## config.mk

```make
export PLATFORM = sky130hd
export DESIGN_NAME = pipe_stage_reg
export DESIGN_NICKNAME = d
export VERILOG_FILES = /design/src/rtl/pipe_stage_reg.sv
export SDC_FILE = /design/constraint.sdc
export NUM_CORES = 1
export LEC_CHECK = 0
export ABC_CLOCK_PERIOD_IN_PS = 1700
export CORE_ASPECT_RATIO = 1.2
export CORE_MARGIN = 2
export CORE_UTILIZATION = 45
export DETAILED_ROUTE_END_ITERATION = 16
export HOLD_SLACK_MARGIN = 0.1
export PLACE_DENSITY_LB_ADDON = 0.15
export SYNTH_ARGS = -nofsm -noshare
export SYNTH_HDL_FRONTEND = slang
export SYNTH_SLANG_ARGS = --single-unit
```

## constraint.sdc

```tcl
create_clock -name clk -period 1.7 [get_ports clk]
set_clock_uncertainty 0.2 [all_clocks]
set_input_delay 0.255 -clock clk [delete_from_list [all_inputs] [get_ports clk]]
set_output_delay 0.255 -clock clk [all_outputs]
set_load 0.01 [all_outputs]
```

## src/rtl/pipe_stage_reg.sv

```systemverilog
// Inter-stage pipeline register with a valid/ready handshake, a 2-entry skid buffer,
// separate stall (hold) and flush (bubble) controls, and a saturating bubble counter.
module pipe_stage_reg #(
  parameter int unsigned        CTRL_W      = 16,
  parameter int unsigned        DATA_W      = 128,
  parameter logic [CTRL_W-1:0]  CTRL_BUBBLE = '0,
  parameter int unsigned        CNT_W       = 16
) (
  input  logic              clk,
  input  logic              rst,
  input  logic              stall,
  input  logic              flush,
  input  logic              in_valid,
  output logic              in_ready,
  input  logic [CTRL_W-1:0] in_ctrl,
  input  logic [DATA_W-1:0] in_data,
  output logic              out_valid,
  input  logic              out_ready,
  output logic [CTRL_W-1:0] out_ctrl,
  output logic [DATA_W-1:0] out_data,
  output logic [1:0]        occupancy,
  output logic [CNT_W-1:0]  bubble_cnt
);

  typedef enum logic [1:0] {
    S_EMPTY = 2'd0,
    S_ONE   = 2'd1,
    S_TWO   = 2'd2
  } state_t;

  state_t            r_state;
  state_t            w_state_nxt;
  logic [CTRL_W-1:0] r_main_ctrl;
  logic [DATA_W-1:0] r_main_data;
  logic [CTRL_W-1:0] r_skid_ctrl;
  logic [DATA_W-1:0] r_skid_data;
  logic [CTRL_W-1:0] w_main_ctrl_nxt;
  logic [DATA_W-1:0] w_main_data_nxt;
  logic [CTRL_W-1:0] w_skid_ctrl_nxt;
  logic [DATA_W-1:0] w_skid_data_nxt;
  logic [CNT_W-1:0]  r_bubble_cnt;
  logic              w_acc;
  logic              w_deq;

  // Handshake: in_ready never depends on out_ready, so no ready chain ripples upstream.
  assign in_ready  = (r_state != S_TWO) & ~stall & ~flush;
  assign out_valid = (r_state != S_EMPTY);
  assign w_acc     = in_valid & in_ready;
  assign w_deq     = out_valid & out_ready & ~stall;

  assign out_ctrl   = out_valid ? r_main_ctrl : CTRL_BUBBLE;
  assign out_data   = out_valid ? r_main_data : '0;
  assign occupancy  = 2'(r_state);
  assign bubble_cnt = r_bubble_cnt;

  // Next-state and storage update; flush overrides everything but reset.
  always_comb begin
    w_state_nxt     = r_state;
    w_main_ctrl_nxt = r_main_ctrl;
    w_main_data_nxt = r_main_data;
    w_skid_ctrl_nxt = r_skid_ctrl;
    w_skid_data_nxt = r_skid_data;
    if (flush) begin
      w_state_nxt = S_EMPTY;
    end else if (!stall) begin
      unique case (r_state)
        S_EMPTY: begin
          if (w_acc) begin
            w_state_nxt     = S_ONE;
            w_main_ctrl_nxt = in_ctrl;
            w_main_data_nxt = in_data;
          end
        end
        S_ONE: begin
          if (w_acc && w_deq) begin
            w_main_ctrl_nxt = in_ctrl;
            w_main_data_nxt = in_data;
          end else if (w_acc) begin
            w_state_nxt     = S_TWO;
            w_skid_ctrl_nxt = in_ctrl;
            w_skid_data_nxt = in_data;
          end else if (w_deq) begin
            w_state_nxt = S_EMPTY;
          end
        end
        S_TWO: begin
          if (w_deq) begin
            w_state_nxt     = S_ONE;
            w_main_ctrl_nxt = r_skid_ctrl;
            w_main_data_nxt = r_skid_data;
          end
        end
        default: w_state_nxt = S_EMPTY;
      endcase
    end
  end

  always_ff @(posedge clk) begin
    if (!rst) begin
      r_state     <= S_EMPTY;
      r_main_ctrl <= CTRL_BUBBLE;
      r_main_data <= '0;
      r_skid_ctrl <= CTRL_BUBBLE;
      r_skid_data <= '0;
    end else begin
      r_state     <= w_state_nxt;
      r_main_ctrl <= w_main_ctrl_nxt;
      r_main_data <= w_main_data_nxt;
      r_skid_ctrl <= w_skid_ctrl_nxt;
      r_skid_data <= w_skid_data_nxt;
    end
  end

  // Counts cycles the stage presents a bubble downstream; sticks at all-ones.
  always_ff @(posedge clk) begin
    if (!rst) begin
      r_bubble_cnt <= '0;
    end else if (!out_valid && (r_bubble_cnt != {CNT_W{1'b1}})) begin
      r_bubble_cnt <= r_bubble_cnt + CNT_W'(1);
    end
  end

endmodule

```

; ---- Word-level counts from Yosys, hierarchy flattened
; Cells that the tools add are included.
[totals]
ff_bits = 306
word_cells = 51
inputBits = 150
[classes]
n_eq_ne = 9
n_reduce_logical = 10
addsub = 1
n_bitwise = 9
mux = 16
[op_table]
columns = op, count
row1 = 128-bit 2-to-1 mux, 4
row2 = 128-bit one-hot mux with 3 select lines, 1
row3 = 16-bit 2-to-1 mux, 4
row4 = 16-bit one-hot mux with 3 select lines, 1
row5 = 16-bit by 1-bit adder with 16-bit output (second input constant), 1
row6 = 16-bit != test (second input constant), 1
row7 = 2-bit 2-to-1 mux, 5
row8 = 2-bit != test (second input constant), 5
row9 = 5-bit AND reduction, 2
row10 = 2-bit one-hot mux with 3 select lines, 1
row11 = 6-bit AND reduction, 1
row12 = 1-bit bitwise AND, 5
row13 = 1-bit inverter, 4
row14 = 3-bit != test (second input constant), 1
row15 = 3-bit nonzero test, 1
row16 = 2-bit by 1-bit equality test with 1-bit output (second input constant), 1
row17 = 2-bit equality test (second input constant), 1
row18 = 1-bit logical AND, 2
row19 = 2-bit zero test, 1
row20 = 2-bit nonzero test, 1
row21 = 2-bit OR reduction, 1
row22 = 1-bit zero test, 1

; ---- Depth between registers and ports, before layout
; Gate-level depths: netlist of the first run.
[logic_depth]
ltp_word = 7
mapped_depth = 7
depth_no_buf = 5

; ---- Worst setup path before layout of the first run
; No wires, ideal clock.
[synth_timing]
path_kind = register to register
startpoint = reg r_bubble_cnt[0] (netlist: bubble_cnt[0])
endpoint = reg r_bubble_cnt[14] (netlist: bubble_cnt[14])
t_arrival_ns = 1.656
synth_period_minus_slack_ns = 1.926
path_buffers = 0
path_stages_with_launch = 6
required_ns = 1.430
path_slack_ns = -0.226
path_cell_list = dfxtp_1 ha_1 nand4_2 or2_1 or4_1 a21oi_1
[synth_between]
elab_chain_cells = 2
word_cells_on_any_way = 3
classes_between = add/sub: 1 / eq/ne: 1 / reduce/logical: 1
[synth_lines]
columns = item, line_no
row1 = "start, declared", 41  ; logic [CNT_W-1:0] r_bubble_cnt;
row2 = "start signal, assigned", 119  ; r_bubble_cnt <= r_bubble_cnt + CNT_W'(1);
row3 = branches (longest 2 deep; another with 16-bit by 1-bit adder with 16-bit output), n/a
; Parallel ways; which one is timed is not known.
; A chain may end at the register's enable or synchronous reset.

; ---- Worst setup path in the final report of the first run
[layout_timing]
startpoint = reg r_state[0] (netlist: occupancy[0])
endpoint = out out_data[22]
[layout_between]
elab_chain_cells = 2
[layout_lines]
columns = item, line_no
row1 = "start, declared", 31  ; state_t r_state;
row2 = "start signal, assigned", 106  ; r_state <= w_state_nxt;
row3 = 2-bit nonzero test, 47  ; assign out_valid = (r_state != S_EMPTY);
row4 = 128-bit 2-to-1 mux, 52  ; assign out_data = out_valid ? r_main_data : '0;
row5 = "end, declared", 20  ; output logic [DATA_W-1:0] out_data,
; No other way between the ends.

==> qor.csv, run 1 <==
metric,value,unit
CP endpoint kind,output port,
vias in the first global route,12343,
critical path cell sequence,"nor2_4, inv_8, buf_16, and2_1, dlygate4sd2_1",
YS warnings,0,
die area,31800,sq um
FMAX,437,MHz
syn avg cell area,8.77,sq um
final slew viol count,0,
Initial Utilization,0.459,
Leakage,10.2,nW
Max VDD drop,0.726,mV
final worst slack,-0.587,ns
Final setup viols,428,
crit path kind,register to output port,
Clock Tree Buf Depth,3,
largest net degree at the start of global routing,64,
CP peak stage delay,0.33,ns
CP max FO,43,
Final min period,2.29,ns
Synth Flop Type,dfxtp_1,
Routed Antenna Nets,0,
number of top-level pins,314,
drt pass-1 iters,4,
Worst-path clk slew,0.06,ns
Global Route Usage Sum,0.242,
Iteration-0 DRC Markers,642,
total setup buffers inserted after CTS,0,
PwrDens,801,nW/um^2
Hold Startpoint,in_data[122],
area delta synth->final,47.3,%
Num CTS Buffers,31,
post-synthesis sequential area ratio,0.449,
Final period util,1.35,
routability cong.,0.824,
synthesized area,13700,sq um
Post-Syn Instances,1557,
routed vias,12684,
"Distinct cells, synth",38,
Nets,2111,
"Power, Total",16.1,mW
DR DRC count,0,
total congestion overflow,0,
Final Hold Vio Count,0,
max-cap viol count,0,
number of buffers added on ports,313,
unrepaired setup endpoints after global routing,true,
Placeable Area,29800,sq um
Die Height,195,microns
"EDFF count, synth",0,
Worst Path Required,1.24,ns
first-pass GRT wire length,63.7,mm
clk sink count,306,
initial antenna violation count,0,
CP bufs+invs,3,
Chip Width,163,microns
Worst Setup SP,occupancy[0]$_SDFFE_PP0P_,
Tightest Pin Transition,0.473,ns
CTS tree,built,
Rel. slew slack,0.683,
Detailed Route WL,40.8,mm
htree depth,1,
Setup TNS,-82.46,ns
CP startpoint kind,register,
failing checks,setup timing,
Via density,5.35,
worst skew pair latency,0.55,ns
status,"finished, violations left",
net count after synthesis,1708,
Seq cells post-synth,306,
FF-to-FF Start,occupancy[0]$_SDFFE_PP0P_,
cell family with most CP delay,buffers and inverters,
asr flop ratio synth,0,
num rows,69,
Hold Crit Class,primary input to register,
routed len/inst,17.2,microns
CTS Root Cell,clkbuf_16,
crit path DAT,1.83,ns
DP HPWL,26.1,mm
"slowest stage cell, crit path",dfxtp_2,
share of layout cells above drive strength 1,0.138,
==> cells in the mapped netlist, drive strengths merged (4+ instances only) <==
cell | count | area, sq um
dfxtp | 306 | 6130
a21oi | 302 | 1510
nand2 | 297 | 1110
and2 | 146 | 913
mux2i | 146 | 1460
a211oi | 145 | 1390
clkbuf | 81 | 304
buf | 64 | 374
o21ai | 10 | 61.3
nand3 | 7 | 35.0
or3 | 7 | 43.8
nand4 | 5 | 37.5
nor2 | 5 | 18.8
o31ai | 5 | 37.5
or4 | 5 | 37.5
inv | 4 | 15.0
nand2b | 4 | 25.0
==> flip-flops by register name, indices dropped and copies added (netlist names) <==
signal	cells
r_skid_ctrl	16
r_skid_data	128
r_main_ctrl	16
r_main_data	128
occupancy	2
bubble_cnt	16
==> final cells by class <==
| class | count | area, sq um |
|---|---|---|
| flip-flops and latches | 306 | 6150 |
| clock buffers | 50 | 938 |
| repair buffers | 515 | 5470 |
| fillers | 2381 | 9670 |
| well taps | 390 | 488 |
| clock inverters | 4 | 95.1 |
| diodes | 1 | 2.50 |
| inverters | 4 | 30.0 |
| multi-input cells | 1102 | 6950 |
==> final timing paths <==
check | end | slack [ns] | cells past startpoint
worst max register to register | r_main_ctrl[2]$_SDFFE_PN0P_ | -0.17 | 7
worst max-delay path | out_data[22] | -0.59 | 5
worst min-delay path | r_skid_data[122]$_SDFFE_PN0P_ | 0.11 | 3
worst min register to register | r_skid_data[75]$_SDFFE_PN0P_ | 0.25 | 2
==> kinds of logic after synthesis <==
logic type,after synthesis,share of synthesized area
fa+ha+maj,1,0.000916
buf+inv,149,0.0508
mux,146,0.107
simple gates,487,0.169
xor+xnor,2,0.00128
compound gates,466,0.222
flops,306,0.449
==> layer usage <==
layer / GRT usage / wire length [microns] / vias up / part of all wire
li1: - / - / 6228 / -
met1: 0.308 / 17200 / 6060 / 0.42
met2: 0.425 / 20500 / 340 / 0.50
met3: 0.0371 / 2340 / 56 / 0.057
met4: 0.0610 / 808 / 0 / 0.020
met5: 0 / 0 / - / 0
==> layout by cell type (no fill, tap or decap), types with 10 or more instances in the layout <==
master | netlist | final
a211oi_1 | 85 | 79
a211oi_2 | 60 | 66
a21oi_1 | 302 | 302
and2_1 | 146 | 145
buf_12 | 0 | 27
buf_2 | 53 | 20
buf_4 | 2 | 72
clkbuf_1 | 81 | 11
clkbuf_16 | 0 | 33
clkdlybuf4s50_1 | 0 | 149
dfxtp_1 | 306 | 293
dfxtp_2 | 0 | 10
dlygate4sd2_1 | 0 | 15
dlygate4sd3_1 | 0 | 98
dlymetal6s2s_1 | 0 | 117
mux2i_1 | 146 | 146
nand2_1 | 297 | 297
==> repair_timing <==
| item | CTS | global route |
|---|---|---|
| gates resized for setup | 106 | 160 |
| endpoints found under the hold margin | 98 | 0 |
| hold buffers | 98 | 0 |
| endpoints found under the setup margin | 408 | 469 |
| pin swaps | 1 | 4 |
| gates cloned | 0 | 2 |
==> per-stage QoR <==
stage	cells	hold WS, ns	setup slack [ns]	utilization	instance area [sq um]
floorplan	1557	0.184	-0.0243	-	13800
CTS	2369	0.100	-0.829	0.663	19700
finish	2372	0.105	-0.587	0.675	20100
global route	2371	0.0994	-0.658	0.675	20100
detailed placement	2217	0.246	-0.509	0.599	17800
global placement	2217	0.241	-0.505	0.599	17800
==> power breakdown <==
group / internal [mW] / switching [mW] / leakage (nW)
logic: 0.896 / 0.790 / 7.19
registers: 7.36 / 0.112 / 2.49
clock network: 4.18 / 2.76 / 0.504
==> worst reg2reg max path: cells and delay by family (launching register included) <==
kind	cells	cell delay, ns
compound gates	3	0.55
flops	1	0.33
buf+inv	3	0.56
simple gates	1	0.14
(Power assumes the default switching activity.)
==> inputs of run 2 (changes only) <==
--- a/config.mk
+++ b/config.mk
@@ -11,2 +11,3 @@
 export CORE_UTILIZATION = 45
+export CTS_BUF_LIST = sky130_fd_sc_hd__clkbuf_8
 export DETAILED_ROUTE_END_ITERATION = 16
==> constraint.sdc (replaced) <==
create_clock -name clk -period 1.7 [get_ports clk]
set_clock_uncertainty 0.2 [all_clocks]
set_input_delay 0.34 -clock clk [delete_from_list [all_inputs] [get_ports clk]]
set_output_delay 0.34 -clock clk [all_outputs]
set_load 0.01 [all_outputs]
==> run 2 against run 1 <==
  * The flow still finishes with violations (setup timing)
  * First-iteration DRC count rose by 14%
  * Combinational power decreased by 11%
  * Global-route usage down 0.39 points
  * Largest cell class unchanged
==> qor.csv, run 2 (synthesis gave the netlist of run 1 again) <==
metric,value,unit
status,"finished, violations left",
failing checks,setup timing,
cell family with most CP delay,buffers and inverters,
htree depth,2,
number of top-level pins,314,
crit path kind,register to output port,
num rows,69,
CP endpoint kind,output port,
Worst Path Required,1.16,ns
"slowest stage cell, crit path",dfxtp_2,
worst skew pair latency,0.57,ns
Max VDD drop,0.640,mV
Tightest Pin Transition,0.486,ns
Clock Tree Buf Depth,3,
Worst-path clk slew,0.06,ns
routed vias,12259,
DR DRC count,0,
Worst R2R Setup Slack,-0.18,ns
Detailed Route WL,40.1,mm
crit path DAT,1.78,ns
hold path depth,3,
FF-to-FF Start,occupancy[0]$_SDFFE_PP0P_,
initial antenna violation count,6,
final worst slack,-0.617,ns
Nets,2020,
Final setup viols,445,
vias in the first global route,11809,
Hold Crit Class,primary input to register,
unrepaired setup endpoints after global routing,true,
CP bufs+invs,4,
Num CTS Buffers,50,
FMAX,432,MHz
Leakage,7.82,nW
die area,31800,sq um
Hold Path End,r_skid_data[124]$_SDFFE_PN0P_,
Placeable Area,29800,sq um
PwrDens,826,nW/um^2
number of buffers added on ports,313,
Via density,5.33,
final slew viol count,0,
CP peak stage delay,0.33,ns
Iteration-0 DRC Markers,735,
Final min period,2.32,ns
CP startpoint kind,register,
"most common cell after layout, fill and taps aside",a21oi_1,
"Power, Total",15.2,mW
CTS tree,built,
Final period util,1.36,
Die Height,195,microns
worst r2r dst,r_main_data[0]$_SDFFE_PN0P_,
area delta synth->final,34.9,%
Rel. slew slack,0.675,
most frequent cells in the layout,"a21oi_1, nand2_1, dfxtp_1",
Final Hold Vio Count,0,
critical path cell sequence,"nor2_4, clkinv_4, buf_12, buf_16, and2_1, buf_2",
Initial Utilization,0.459,
routability cong.,0.810,
drt pass-1 iters,5,
Chip Width,163,microns
"Core Util, Final",0.619,
clk sink count,306,
Routed Antenna Nets,0,
pre-CTS setup slack,-0.657,ns
CP max FO,21,
post-cts hold buffer count,0,
Hold Startpoint,in_data[124],
share of layout cells above drive strength 1,0.228,
DP HPWL,25.0,mm
routed len/inst,17.4,microns
Regs by FF count,"r_main_data x128, r_skid_data x128",
max-cap viol count,0,
CTS Root Cell,clkbuf_8,
FF-to-FF path depth,6,
total congestion overflow,0,
first-pass GRT wire length,61.7,mm
Global Route Usage Sum,0.238,
largest net degree at the start of global routing,79,
## run 2: changes by cell type in the layout (fill, tap and decap cells not counted), moves of 17 or more
cell            change
buf_2              +17
and2_4             +38
clkbuf_16          -30
inv_1              +18
dlymetal6s2s_1    -115
and2_1             -39
clkbuf_8           +58
buf_4              -21
buf_6              +22
clkbuf_2           +80
dlygate4sd3_1      -98
## run 2: worst max-delay path by stage
stage,cells after the start,startpoint,end
2_1_floorplan,5,bubble_cnt[1]$_SDFFE_PN0P_,bubble_cnt[14]$_SDFFE_PN0P_
3_3_place_gp,4,stall,in_ready
3_5_place_dp,4,stall,in_ready
4_1_cts,5,occupancy[1]$_SDFFE_PP0P_,out_data[106]
5_1_grt,6,occupancy[0]$_SDFFE_PP0P_,out_ctrl[3]
6_report,6,occupancy[0]$_SDFFE_PP0P_,out_data[109]
## run 2: power by group
group          internal [mW]  switching, mW  total (mW)
clock                   3.39           2.85        6.25
sequential              7.36         0.0986        7.46
combinational          0.753          0.754        1.51
## run 2: final cells by class
class,instances,area (sq um)
multi-input cells,1102,7010
clock inverters,22,90.1
clock buffers,65,895
inverters,4,27.5
repair buffers,405,3750
diodes,4,10.0
well taps,390,488
flip-flops and latches,306,6150
fillers,2646,11400
## run 2: worst min-delay path, cell delays in order
cell and delay, ns:
clkdlybuf4s50_1 0.42, nand2_1 0.06, a21oi_1 0.05
## run 2: timing repair
action	4_1_cts	5_1_grt
cloned	1	7
setup buffers	2	2
pin swaps	2	10
endpoints found under the setup margin	457	468
resized for setup	256	293
## run 2: layer usage
| layer | track usage | vias up | routed length (microns) |
|---|---|---|---|
| met1 | 0.303 | 5794 | 17400 |
| met4 | 0.0774 | 2 | 876 |
| li1 | - | 6061 | - |
| met2 | 0.396 | 342 | 19300 |
| met3 | 0.0572 | 60 | 2530 |
| met5 | 0 | - | 13 |
## run 2: stage by stage
stage | hold slack [ns] | area, sq um | TNS, ns | std cells
floorplan | 0.236 | 13800 | -0.456 | 1557
global placement | 0.239 | 17700 | -181.61 | 2196
detailed placement | 0.246 | 17700 | -189.26 | 2196
CTS | 0.111 | 18400 | -144.23 | 2286
global route | 0.123 | 18400 | -152.68 | 2297
finish | 0.143 | 18400 | -114.26 | 2298
